===== config.mk =====
export PLATFORM = sky130hd
export DESIGN_NAME = bsk_mgr_cut_sched
export DESIGN_NICKNAME = d
export VERILOG_FILES = /design/src/rtl/bsk_mgr_cut_sched.sv
export SDC_FILE = /design/constraint.sdc
export NUM_CORES = 1
export LEC_CHECK = 0
export ABC_AREA = 1
export CAP_MARGIN = 20
export CORE_MARGIN = 2
export CORE_UTILIZATION = 50
export DETAILED_ROUTE_END_ITERATION = 16
export HOLD_SLACK_MARGIN = 0.06
export PLACE_DENSITY = 0.7
export SYNTH_ARGS = -nofsm -noshare
export SYNTH_HDL_FRONTEND = slang
export SYNTH_SLANG_ARGS = --single-unit

===== constraint.sdc =====
create_clock -name clk -period 3.9 [get_ports clk]
set_clock_uncertainty 0.05 [all_clocks]
set_input_delay 0.39 -clock clk [delete_from_list [all_inputs] [get_ports clk]]
set_output_delay 0.39 -clock clk [all_outputs]
set_load 0.01 [all_outputs]

===== src/rtl/bsk_mgr_cut_sched.sv =====
// Ring-ordered ownership scheduler for the BSK cut buffer slots (loader -> reader -> free).
// Optional protocol error detection is enabled by defining BSK_MGR_CUT_SCHED_ERR_EN.
module bsk_mgr_cut_sched #(
  parameter  int unsigned BSK_CUT_NB = 16,
  parameter  int unsigned REUSE_W    = 8,
  localparam int unsigned CUT_W      = $clog2(BSK_CUT_NB)
) (
  input  logic               clk,
  input  logic               s_rst,
  input  logic [REUSE_W-1:0] cfg_reuse_nb,
  output logic               ld_slot_vld,
  input  logic               ld_slot_rdy,
  output logic [CUT_W-1:0]   ld_slot_id,
  input  logic               ld_done_vld,
  input  logic [CUT_W-1:0]   ld_done_id,
  output logic               rd_slot_vld,
  input  logic               rd_slot_rdy,
  output logic [CUT_W-1:0]   rd_slot_id,
  input  logic               rd_done,
  input  logic               flush_req,
  output logic               flush_done,
  output logic [CUT_W:0]     occupancy,
  output logic               err
);

  typedef enum logic [1:0] {S_FREE, S_LOADING, S_FULL, S_READING} slot_e;
  typedef enum logic [1:0] {ST_RUN, ST_FLUSH_WAIT, ST_FLUSH} fsm_e;

  fsm_e               r_fsm;
  fsm_e               w_fsm_nxt;
  slot_e              r_slot [BSK_CUT_NB];
  logic [CUT_W-1:0]   r_wr_ptr;
  logic [CUT_W-1:0]   r_rd_ptr;
  logic [REUSE_W-1:0] r_reuse_cnt;
  logic [CUT_W:0]     r_occ;

  logic               w_any_reading;
  logic               w_loading_pending;
  logic               w_ld_hs;
  logic               w_rd_hs;
  logic               w_ld_done_ok;
  logic               w_rd_done_ok;
  logic               w_free;
  logic [REUSE_W-1:0] w_reuse_init;

  assign ld_slot_vld  = (r_fsm == ST_RUN) && (r_slot[r_wr_ptr] == S_FREE);
  assign ld_slot_id   = r_wr_ptr;
  assign rd_slot_vld  = (r_fsm == ST_RUN) && (r_slot[r_rd_ptr] == S_FULL) && !w_any_reading;
  assign rd_slot_id   = r_rd_ptr;
  assign flush_done   = (r_fsm == ST_FLUSH);
  assign occupancy    = r_occ;

  assign w_ld_hs      = ld_slot_vld && ld_slot_rdy;
  assign w_rd_hs      = rd_slot_vld && rd_slot_rdy;
  assign w_ld_done_ok = ld_done_vld && (r_slot[ld_done_id] == S_LOADING);
  // Reads are strictly in ring order, so the READING slot is always the one at r_rd_ptr.
  assign w_rd_done_ok = rd_done && (r_fsm == ST_RUN) && w_any_reading;
  assign w_free       = w_rd_done_ok && (r_reuse_cnt <= REUSE_W'(1));
  assign w_reuse_init = (cfg_reuse_nb == '0) ? REUSE_W'(1) : cfg_reuse_nb;

  always_comb begin
    w_any_reading     = 1'b0;
    w_loading_pending = 1'b0;
    for (int unsigned i = 0; i < BSK_CUT_NB; i++) begin
      if (r_slot[i] == S_READING)
        w_any_reading = 1'b1;
      if ((r_slot[i] == S_LOADING) && !(w_ld_done_ok && (ld_done_id == CUT_W'(i))))
        w_loading_pending = 1'b1;
    end
  end

  always_comb begin
    w_fsm_nxt = r_fsm;
    case (r_fsm)
      ST_RUN:        if (flush_req) w_fsm_nxt = ST_FLUSH_WAIT;
      ST_FLUSH_WAIT: if (!w_loading_pending) w_fsm_nxt = ST_FLUSH;
      ST_FLUSH:      w_fsm_nxt = ST_RUN;
      default:       w_fsm_nxt = ST_RUN;
    endcase
  end

  always_ff @(posedge clk) begin
    if (s_rst) begin
      r_fsm       <= ST_RUN;
      r_wr_ptr    <= '0;
      r_rd_ptr    <= '0;
      r_reuse_cnt <= '0;
      r_occ       <= '0;
      for (int unsigned i = 0; i < BSK_CUT_NB; i++)
        r_slot[i] <= S_FREE;
    end else begin
      r_fsm <= w_fsm_nxt;
      // State is wiped on entry to FLUSH, so it already reads empty while flush_done is high.
      if (w_fsm_nxt == ST_FLUSH) begin
        r_wr_ptr    <= '0;
        r_rd_ptr    <= '0;
        r_reuse_cnt <= '0;
        r_occ       <= '0;
        for (int unsigned i = 0; i < BSK_CUT_NB; i++)
          r_slot[i] <= S_FREE;
      end else begin
        if (w_ld_hs) begin
          r_slot[r_wr_ptr] <= S_LOADING;
          r_wr_ptr         <= r_wr_ptr + 1'b1;
        end
        if (w_ld_done_ok)
          r_slot[ld_done_id] <= S_FULL;
        if (w_rd_hs) begin
          r_slot[r_rd_ptr] <= S_READING;
          r_reuse_cnt      <= w_reuse_init;
        end
        if (w_rd_done_ok) begin
          if (w_free) begin
            r_slot[r_rd_ptr] <= S_FREE;
            r_rd_ptr         <= r_rd_ptr + 1'b1;
          end else begin
            r_reuse_cnt <= r_reuse_cnt - 1'b1;
          end
        end
        r_occ <= r_occ + (CUT_W+1)'(w_ld_hs) - (CUT_W+1)'(w_free);
      end
    end
  end

`ifdef BSK_MGR_CUT_SCHED_ERR_EN
  logic r_err;

  always_ff @(posedge clk) begin
    if (s_rst)
      r_err <= 1'b0;
    else if ((ld_done_vld && !w_ld_done_ok) ||
             (rd_done && (r_fsm == ST_RUN) && !w_any_reading))
      r_err <= 1'b1;
  end

  assign err = r_err;
`else
  assign err = 1'b0;
`endif

endmodule


# [Yosys cells after proc, flatten, opt, wreduce, memory -nomap -nowiden]
# Memories as Yosys holds them, arrays and structs flattened. A register that Yosys moved wholly into a read port is not among the register bits.
# Index checks and enable logic that the tools add are counted.
# W data, S select, Z words.
[totals] reg_bits=23 ram_bits=32 in_bits=19 out_inout_bits=17 elab_cells=239 mem_count=1
[classes] addsub=5 magnitude_cmp=1 n_eq_ne=52 n_mux=91 bitwise=17 n_reduce_logical=67
[memory_table] name="r_slot" depth=16 width=2 rd=19 rd_clocked_by_memory_dff=2 write_ports=16 line_no="31" source="slot_e r_slot [BSK_CUT_NB];"
[op_table] operator="$mux W1" count=57
[op_table] operator="$mux W2" count=22
[op_table] operator="$logic_and A1 B1 Y1" count=41
[op_table] operator="$eq A2 B2 Y1 const B" count=19
[op_table] operator="$eq A2 B1 Y1 const B" count=18
[op_table] operator="$eq A4 B4 Y1 const B" count=8
[op_table] operator="$mux W8" count=4
[op_table] operator="$mux W4" count=7
[op_table] operator="$logic_not A1 Y1" count=17
[op_table] operator="$or A1 B1 Y1" count=17
[op_table] operator="$eq A4 B3 Y1 const B" count=4
[op_table] operator="$add A4 B1 Y4 const B" count=2
[op_table] operator="$eq A4 B2 Y1 const B" count=2
[op_table] operator="$le A8 B1 Y1 const B" count=1
[op_table] operator="$logic_not A8 Y1" count=1
[op_table] operator="$reduce_or A2 Y1" count=4
[op_table] operator="$sub A8 B1 Y8 const B" count=1
[op_table] operator="$add A5 B1 Y5" count=1
[op_table] operator="$sub A5 B1 Y5" count=1
[op_table] operator="$eq A4 B1 Y1 const B" count=1
[op_table] operator="$logic_not A2 Y1" count=2
[op_table] operator="$logic_not A4 Y1" count=1
[op_table] operator="$pmux W2 S2" count=1
[op_table] operator="$reduce_and A2 Y1" count=1

# [Logic depth before layout (Yosys ltp)]
# Gate-level depths: netlist of run 1.
# An unclocked memory read counts as a cell.
[logic_depth] word_depth=31 mapped_depth=24 mapped_depth_nobuf=21

# [Worst setup path before layout of run 1]
# No wires, ideal clock.
[synth_path] path_kind="register to register" from="memory r_slot[6][1] (netlist bit)" to="register r_occ[4], in the netlist occupancy[4]" setup_ps=64 t_arrival_ps=2841 required_ps=3786 setup_slack_ps=946 path_stages_with_launch=18 path_buffers=0 period_less_slack_ps=2954 path_cell_list="edfxtp_1 o21ai_0 a21oi_1 or3_1 nand2_1 nor2_1 nor2_1 nand2_1 ha_1 inv_1 ha_1 fa_1 nand2_1 nand2_1 a21oi_1 xor2_1 inv_1 nor2_1"
[synth_rtl] item="start, declared" line_no="31"
[synth_rtl] item="end signal, assigned" line_no="120" source="r_occ <= r_occ + (CUT_W+1)'(w_ld_hs) - (CUT_W+1)'(w_free);"
[synth_rtl] item="end, declared" line_no="35" source="logic [CUT_W:0] r_occ;"

==> results of run 1 <==
layer usage:
metal	part of all wire (%)	vias up	routed length (µm)	GRT usage [%]
li1	-	2492	-	-
met1	43	2375	6340	37.7
met2	45	231	6770	47.6
met3	7.7	43	1150	4.75
met4	4.1	0	616	15.8
met5	0	-	0	0
power by group through the flow:
| stage | logic (W) | clock network [W] | registers, W |
|---|---|---|---|
| detailed placement | 0.000801 | 0 | 0.000878 |
| floorplan | 0.000563 | 0 | 0.000855 |
| finish | 0.000809 | 0.000489 | 0.000867 |
| CTS | 0.000806 | 0.000494 | 0.000864 |
| global route | 0.000906 | 0.000519 | 0.000877 |
| global placement | 0.000775 | 0 | 0.000875 |
worst paths after layout:
path	start	cells after the start	slack (ns)	end
worst min register to register	r_reuse_cnt[7]	2	0.48	r_reuse_cnt[7]
worst max register to register	r_slot[4][1]	17	0.41	occupancy[4]
worst min-delay path	r_reuse_cnt[7]	2	0.48	r_reuse_cnt[7]
worst max-delay path	r_slot[4][1]	17	0.41	occupancy[4]
cell usage after synthesis, drive strengths merged, types with 3 or more instances:
| library cell | instances |
|---|---|
| dfxtp | 31 |
| clkinv | 7 |
| ha | 15 |
| nor3b | 3 |
| buf | 15 |
| nand4 | 22 |
| clkbuf | 4 |
| a21oi | 32 |
| xor2 | 3 |
| inv | 99 |
| o21ai | 35 |
| a211oi | 4 |
| nand2 | 195 |
| nand3b | 4 |
| nand3 | 83 |
| nor2 | 124 |
| o311ai | 7 |
| nor3 | 10 |
| edfxtp | 32 |
critical path, delay by kind of cell, from the launching register on:
| family | cells | cell delay (ns) |
|---|---|---|
| DFF | 1 | 0.49 |
| AOI/OAI and AO/OA | 3 | 0.74 |
| buffers and inverters | 2 | 0.09 |
| and+or+nand+nor | 8 | 1.01 |
| adders and majority gates | 3 | 0.90 |
| xor gates and xnor gates | 1 | 0.16 |
metrics by stage:
step | utilization (%) | cell area [µm²]
finish | 57.4 | 5530
global route | 57.4 | 5530
CTS | 57.4 | 5530
detailed placement | 55.7 | 5370
global placement | 55.7 | 5370
floorplan | - | 4910
cell families after synthesis:
family / count (synthesis) / synth area share (%)
other cells: 1 / 0.0764
buf+inv: 125 / 11.1
flops: 63 / 32.2
xor+xnor: 5 / 0.893
compound gates: 87 / 10.4
fa+ha+maj: 16 / 4.23
simple gates: 444 / 41.1
cell type report:
| type | count | share of cell area (%) |
|---|---|---|
| Tap cell | 133 | 3.01 |
| Timing Repair Buffer | 46 | 8.00 |
| Clock buffer | 10 | 2.31 |
| Sequential cell | 63 | 28.6 |
| Clock inverter | 6 | 0.678 |
| Inverter | 106 | 7.19 |
| Multi-Input combinational cell | 553 | 50.2 |
==> impl_metrics.py, run 1 <==
metrics = {
    "final_layout": {
        "final_cell_mix": "nand2_1 (190), nor2_1 (114), inv_1 (95), nand3_1 (76), clkdlybuf4s50_1 (34)",
        "drive_gt1_share_pct": 8.04,
        "final_common_cell": "nand2_1",
        "nFillCells": 975,
        "antenna_cells": 0,
        "multiInputGateArea_mm2": 0.00278,
        "seqCellArea_mm2": 0.00158,
        "fin_cells": 917,
        "syn2layout_area_growth_pct": 12.8,
        "nets": 814,
    },
    "power_and_ir_drop": {
        "switchingPower_w": 0.000843,
        "power.leakage_nw": 2.53,
        "total_power_w": 0.00216,
        "p_per_area_mw_per_mm2": 391,
        "power_frac_clock_pct": 22.6,
        "pwr-share-comb_pct": 37.3,
        "irDropWorstVdd_mv": 0.340,
        "pwr-share-seq_pct": 40.0,
        "p_sw_share_pct": 38.9,
        "intPower_w": 0.00132,
    },
    "cts": {
        "clk-insertion-delay-late_ns": 0.36,
        "cts.repair.resized": 0,
        "cts-root-buf": "clkbuf_8",
        "clk_pin_slew_worst_paths_ns": 0.08,
        "holdBufCountCts": 0,
        "cts_sinks": 63,
        "cts_tree": "yes",
        "h-tree-depth": 3,
        "post-cts-setup-buffers": 0,
        "numCtsBuffers": 9,
        "clockBufferDepth": 2,
    },
    "timing": {
        "fin_ws_ns": 0.412,
        "finalSetupViolations": 0,
        "setup_tns_ns": 0,
        "max_freq_mhz": 287,
        "hold_ws_ns": 0.482,
        "hold_viol_final": 0,
        "rsz0062_at_grt": "false",
        "timing.final.crit_share_pct": 89.4,
        "tightest_slew_ns": 0.539,
        "slew_headroom_pct": 64.1,
        "fin_crit_ns": 3.49,
        "slew_viol_final": 0,
    },
    "synthesis": {
        "avgSynthCellArea_um2": 6.62,
        "yosysTopAreaCell": "edfxtp_1",
        "synth_edf_count": 32,
        "netlist-cell-type-count": 45,
        "syn_nets": 776,
        "ys_seq_elements": 63,
        "async_reset_ff_share_pct": 0,
        "yosys_most_used_dff": "edfxtp_1",
        "synth_top_area_share_pct": 19.6,
        "synth_cells": 741,
        "ys_seq_area_share_pct": 32.2,
        "synth_top_cells_by_area": "edfxtp_1 (20%), nand2_1 (15%), dfxtp_1 (13%)",
        "synth_area_mm2": 0.00491,
        "ys_warn_count": 0,
    },
    "die": {
        "ioPinCount": 36,
        "initial_utilization_pct": 50.9,
        "die_h_um": 103,
        "num_rows": 36,
        "die-width_um": 103,
        "coreArea_mm2": 0.00964,
        "dieArea_mm2": 0.0106,
    },
    "placed_design": {
        "dp_slack_ns": 0.209,
        "io_buffer_count": 34,
        "gp_congestion": 1.12,
        "dp_cells": 901,
        "dp_hpwl_mm": 11.8,
    },
    "detailed_routing": {
        "first_pass_iters": 5,
        "wl_per_cell_um": 16.2,
        "wirelength_mm": 14.9,
        "viasPerCell": 5.61,
        "drt-initial-drc-count": 368,
        "ant_nets": 0,
        "vias": 5141,
        "drc": 0,
    },
    "global_routing": {
        "grt_overflow": 0,
        "grt_start_max_net_pins": 25,
        "antenna_found_initial": 0,
        "grt_pass1_vias": 4815,
        "grt_pass1_wl_mm": 23.6,
        "grt_usage_pct": 29.4,
    },
    "setup_path": {
        "cp-end-kind": "flip-flop",
        "cp_cell_sequence": "o21ai_0 -> a21oi_1 -> or3_1 -> nand2_1 -> nor2_1 -> nor2_1 -> nand2_1 -> ha_1 -> inv_1 -> ha_1 -> fa_1 -> nand2_1 -> nand2_1 -> a21oi_1 -> xor2_1 -> inv_1 -> nor2_1",
        "worstPathRequired_ns": 4.15,
        "crit_arrival_ns": 3.74,
        "cp_slowest_cell": "edfxtp_1",
        "crit_type": "reg -> reg",
        "cp_common_cell": "nand2_1",
        "worstPathMaxFanout": 5,
        "critical_path.startpoint_type": "flip-flop",
        "cp_slowest_stage_delay_ns": 0.49,
    },
    "status": {
        "status": "complete, no violations",
    },
    "flow_run": {
        "cap_violations": 0,
    },
    "worst_hold_path": {
        "hp-class": "reg -> reg",
    },
}
Power figures use the tool's default switching activity.
==> inputs of run 2 (changes only) <==
--- a/config.mk
+++ b/config.mk
@@ -11,7 +11,7 @@
 export CORE_UTILIZATION = 50
 export DETAILED_ROUTE_END_ITERATION = 16
 export HOLD_SLACK_MARGIN = 0.06
-export PLACE_DENSITY = 0.7
+export PLACE_DENSITY = 0.72
 export SYNTH_ARGS = -nofsm -noshare
 export SYNTH_HDL_FRONTEND = slang
 export SYNTH_SLANG_ARGS = --single-unit
==> constraint.sdc (replaced) <==
create_clock -name clk -period 3.1 [get_ports clk]
set_clock_uncertainty 0.05 [all_clocks]
set_input_delay 0.31 -clock clk [delete_from_list [all_inputs] [get_ports clk]]
set_output_delay 0.31 -clock clk [all_outputs]
set_load 0.01 [all_outputs]
==> impl_metrics.py, run 2 (same netlist as run 1, synthesis figures left out) <==
metrics = {
    "status": {
        "status": "complete, no violations",
    },
    "global_routing": {
        "grt_start_max_net_pins": 20,
        "met2_usage_pct": 55.4,
        "grt_pass1_wl_mm": 26.2,
        "gr-max-usage-layer": "met2",
        "grtUsageMet3_pct": 5.42,
        "antenna_found_initial": 0,
        "gr-usage-met1_pct": 41.5,
        "grt_overflow": 0,
        "grt_pass1_vias": 5159,
        "grt_usage_pct": 33.2,
    },
    "setup_path": {
        "cp_slowest_stage_delay_ns": 0.52,
        "cp-end-kind": "flip-flop",
        "worstPathRequired_ns": 3.36,
        "worstPathMaxFanout": 3,
        "critical_path.startpoint_type": "flip-flop",
        "cp_slowest_cell": "edfxtp_1",
        "cp_cell_sequence": "a22o_1 -> a211oi_2 -> nand4_1 -> nand2_1 -> nor2_2 -> nand2_2 -> inv_2 -> ha_4 -> inv_2 -> ha_4 -> fa_2 -> nand2_2 -> nand2_2 -> a21oi_2 -> xor2_1 -> inv_1 -> nor2_1",
        "rrSetupSlack_ns": 0.06,
        "crit_type": "reg -> reg",
        "crit_arrival_ns": 3.29,
        "cp_common_cell": "nand2_2",
    },
    "cts": {
        "clk-insertion-delay-late_ns": 0.36,
        "h-tree-depth": 3,
        "clockBufferDepth": 2,
        "holdBufCountCts": 0,
        "cts_tree": "yes",
        "cts-root-buf": "clkbuf_8",
        "clk_pin_slew_worst_paths_ns": 0.08,
        "cts_sinks": 63,
        "numCtsBuffers": 9,
    },
    "timing": {
        "finalSetupViolations": 0,
        "hold_viol_final": 0,
        "slew_viol_final": 0,
        "fin_crit_ns": 3.04,
        "max_freq_mhz": 329,
        "rsz0062_at_grt": "true",
        "slew_headroom_pct": 62.5,
        "timing.final.crit_share_pct": 98.0,
        "tightest_slew_ns": 0.556,
        "fin_ws_ns": 0.0605,
    },
    "final_layout": {
        "multiInputGateArea_mm2": 0.00300,
        "fin_cells": 1014,
        "syn2layout_area_growth_pct": 33.8,
        "drive_gt1_share_pct": 21.9,
        "final_cell_mix": "nand2_1 (178), nor2_1 (108), buf_4 (101), inv_1 (92), nand3_1 (71)",
        "postLayoutCellArea_mm2": 0.00657,
        "antenna_cells": 0,
        "final_common_cell": "nand2_1",
        "nFillCells": 892,
        "seqCellArea_mm2": 0.00158,
        "nets": 911,
    },
    "placed_design": {
        "gp_congestion": 1.05,
        "dp_hpwl_mm": 13.5,
        "placed_area_mm2": 0.00602,
        "io_buffer_count": 34,
        "dp_slack_ns": -0.261,
        "dp_cells": 986,
    },
    "detailed_routing": {
        "viasPerCell": 5.55,
        "ant_nets": 0,
        "drc": 0,
        "vias": 5628,
        "drt-initial-drc-count": 514,
        "wirelength_mm": 17.5,
        "wl_per_cell_um": 17.2,
        "first_pass_iters": 6,
    },
    "die": {
        "ioPinCount": 36,
        "dieArea_mm2": 0.0106,
        "initial_utilization_pct": 50.9,
        "die_h_um": 103,
        "coreArea_mm2": 0.00964,
        "die-width_um": 103,
        "num_rows": 36,
    },
    "power_and_ir_drop": {
        "power.leakage_nw": 3.04,
        "power_frac_clock_pct": 23.0,
        "pwr-share-seq_pct": 34.6,
        "intPower_w": 0.00191,
        "p_per_area_mw_per_mm2": 477,
        "p_sw_share_pct": 38.8,
        "switchingPower_w": 0.00121,
        "pwr-share-comb_pct": 42.4,
        "irDropWorstVdd_mv": 0.465,
    },
    "worst_hold_path": {
        "hp-class": "reg -> reg",
    },
    "flow_run": {
        "cap_violations": 0,
    },
}
[run 2: cell types whose count changed in the layout (fill, tap and decap cells not counted), moves of 5 or more]
cell     delta
nand3_1     -5
nand2_1    -12
nor2_4      +7
nor2_1      -6
nand2_2     +9
buf_4      +90
[run 2: final timing paths]
path	from	end	cells after the start
worst max register to register	r_slot[6][0]	occupancy[4]	17
worst min-delay path	r_reuse_cnt[7]	r_reuse_cnt[7]	2
worst max-delay path	r_slot[6][0]	occupancy[4]	17
worst min register to register	r_reuse_cnt[7]	r_reuse_cnt[7]	2
[run 2: routing by layer]
metal,routed length [µm],vias to the layer above
li1,-,2696
met1,7010,2602
met2,8230,270
met3,1290,60
met4,951,0
met5,0,-
[run 2: worst max-delay path: cells and delay by family, from the launching register on]
family	cells	cell delay, ns
buffers and inverters	3	0.15
AO/OA/AOI/OAI	3	0.60
adder cells (fa/ha/maj)	3	0.79
XOR/XNOR	1	0.15
AND/OR/NAND/NOR	7	0.74
flip-flops	1	0.52
[run 2: cell type report]
class	count	share of cell area, %
tap	133	2.53
clock buffer	9	1.89
clock inverter	7	1.09
multi-input combinational	555	45.6
inverter	106	6.14
timing repair buffer	141	18.6
sequential	63	24.1
[run 2: what timing repair did]
item                       in CTS  in global routing
resized for setup              10                 48
pin swaps                       7                 25
hold endpoints to repair        0                  0
gates cloned                    0                  3
setup endpoints to repair       1                 90
buffers inserted                4                  6
[run 2: power by group through the flow]
| stage | combinational [W] | sequential [W] | clock, W |
|---|---|---|---|
| after floorplan | 0.000709 | 0.00108 | 0 |
| after global placement | 0.00113 | 0.00108 | 0 |
| after detailed placement | 0.00117 | 0.00109 | 0 |
| after CTS | 0.00120 | 0.00107 | 0.000725 |
| after global routing | 0.00145 | 0.00109 | 0.000757 |
| final | 0.00133 | 0.00108 | 0.000718 |
[run 2: metrics by stage]
stage / hold slack, ns / TNS, ns / total power [W] / utilization [%]
2_1_floorplan: 0.407 / 0 / 0.00178 / -
3_3_place_gp: 0.459 / -12.58 / 0.00222 / 62.4
3_5_place_dp: 0.462 / -14.88 / 0.00226 / 62.4
4_1_cts: 0.474 / -0.000330 / 0.00300 / 65.1
5_1_grt: 0.500 / -0.141 / 0.00330 / 68.1
6_report: 0.482 / 0 / 0.00313 / 68.1
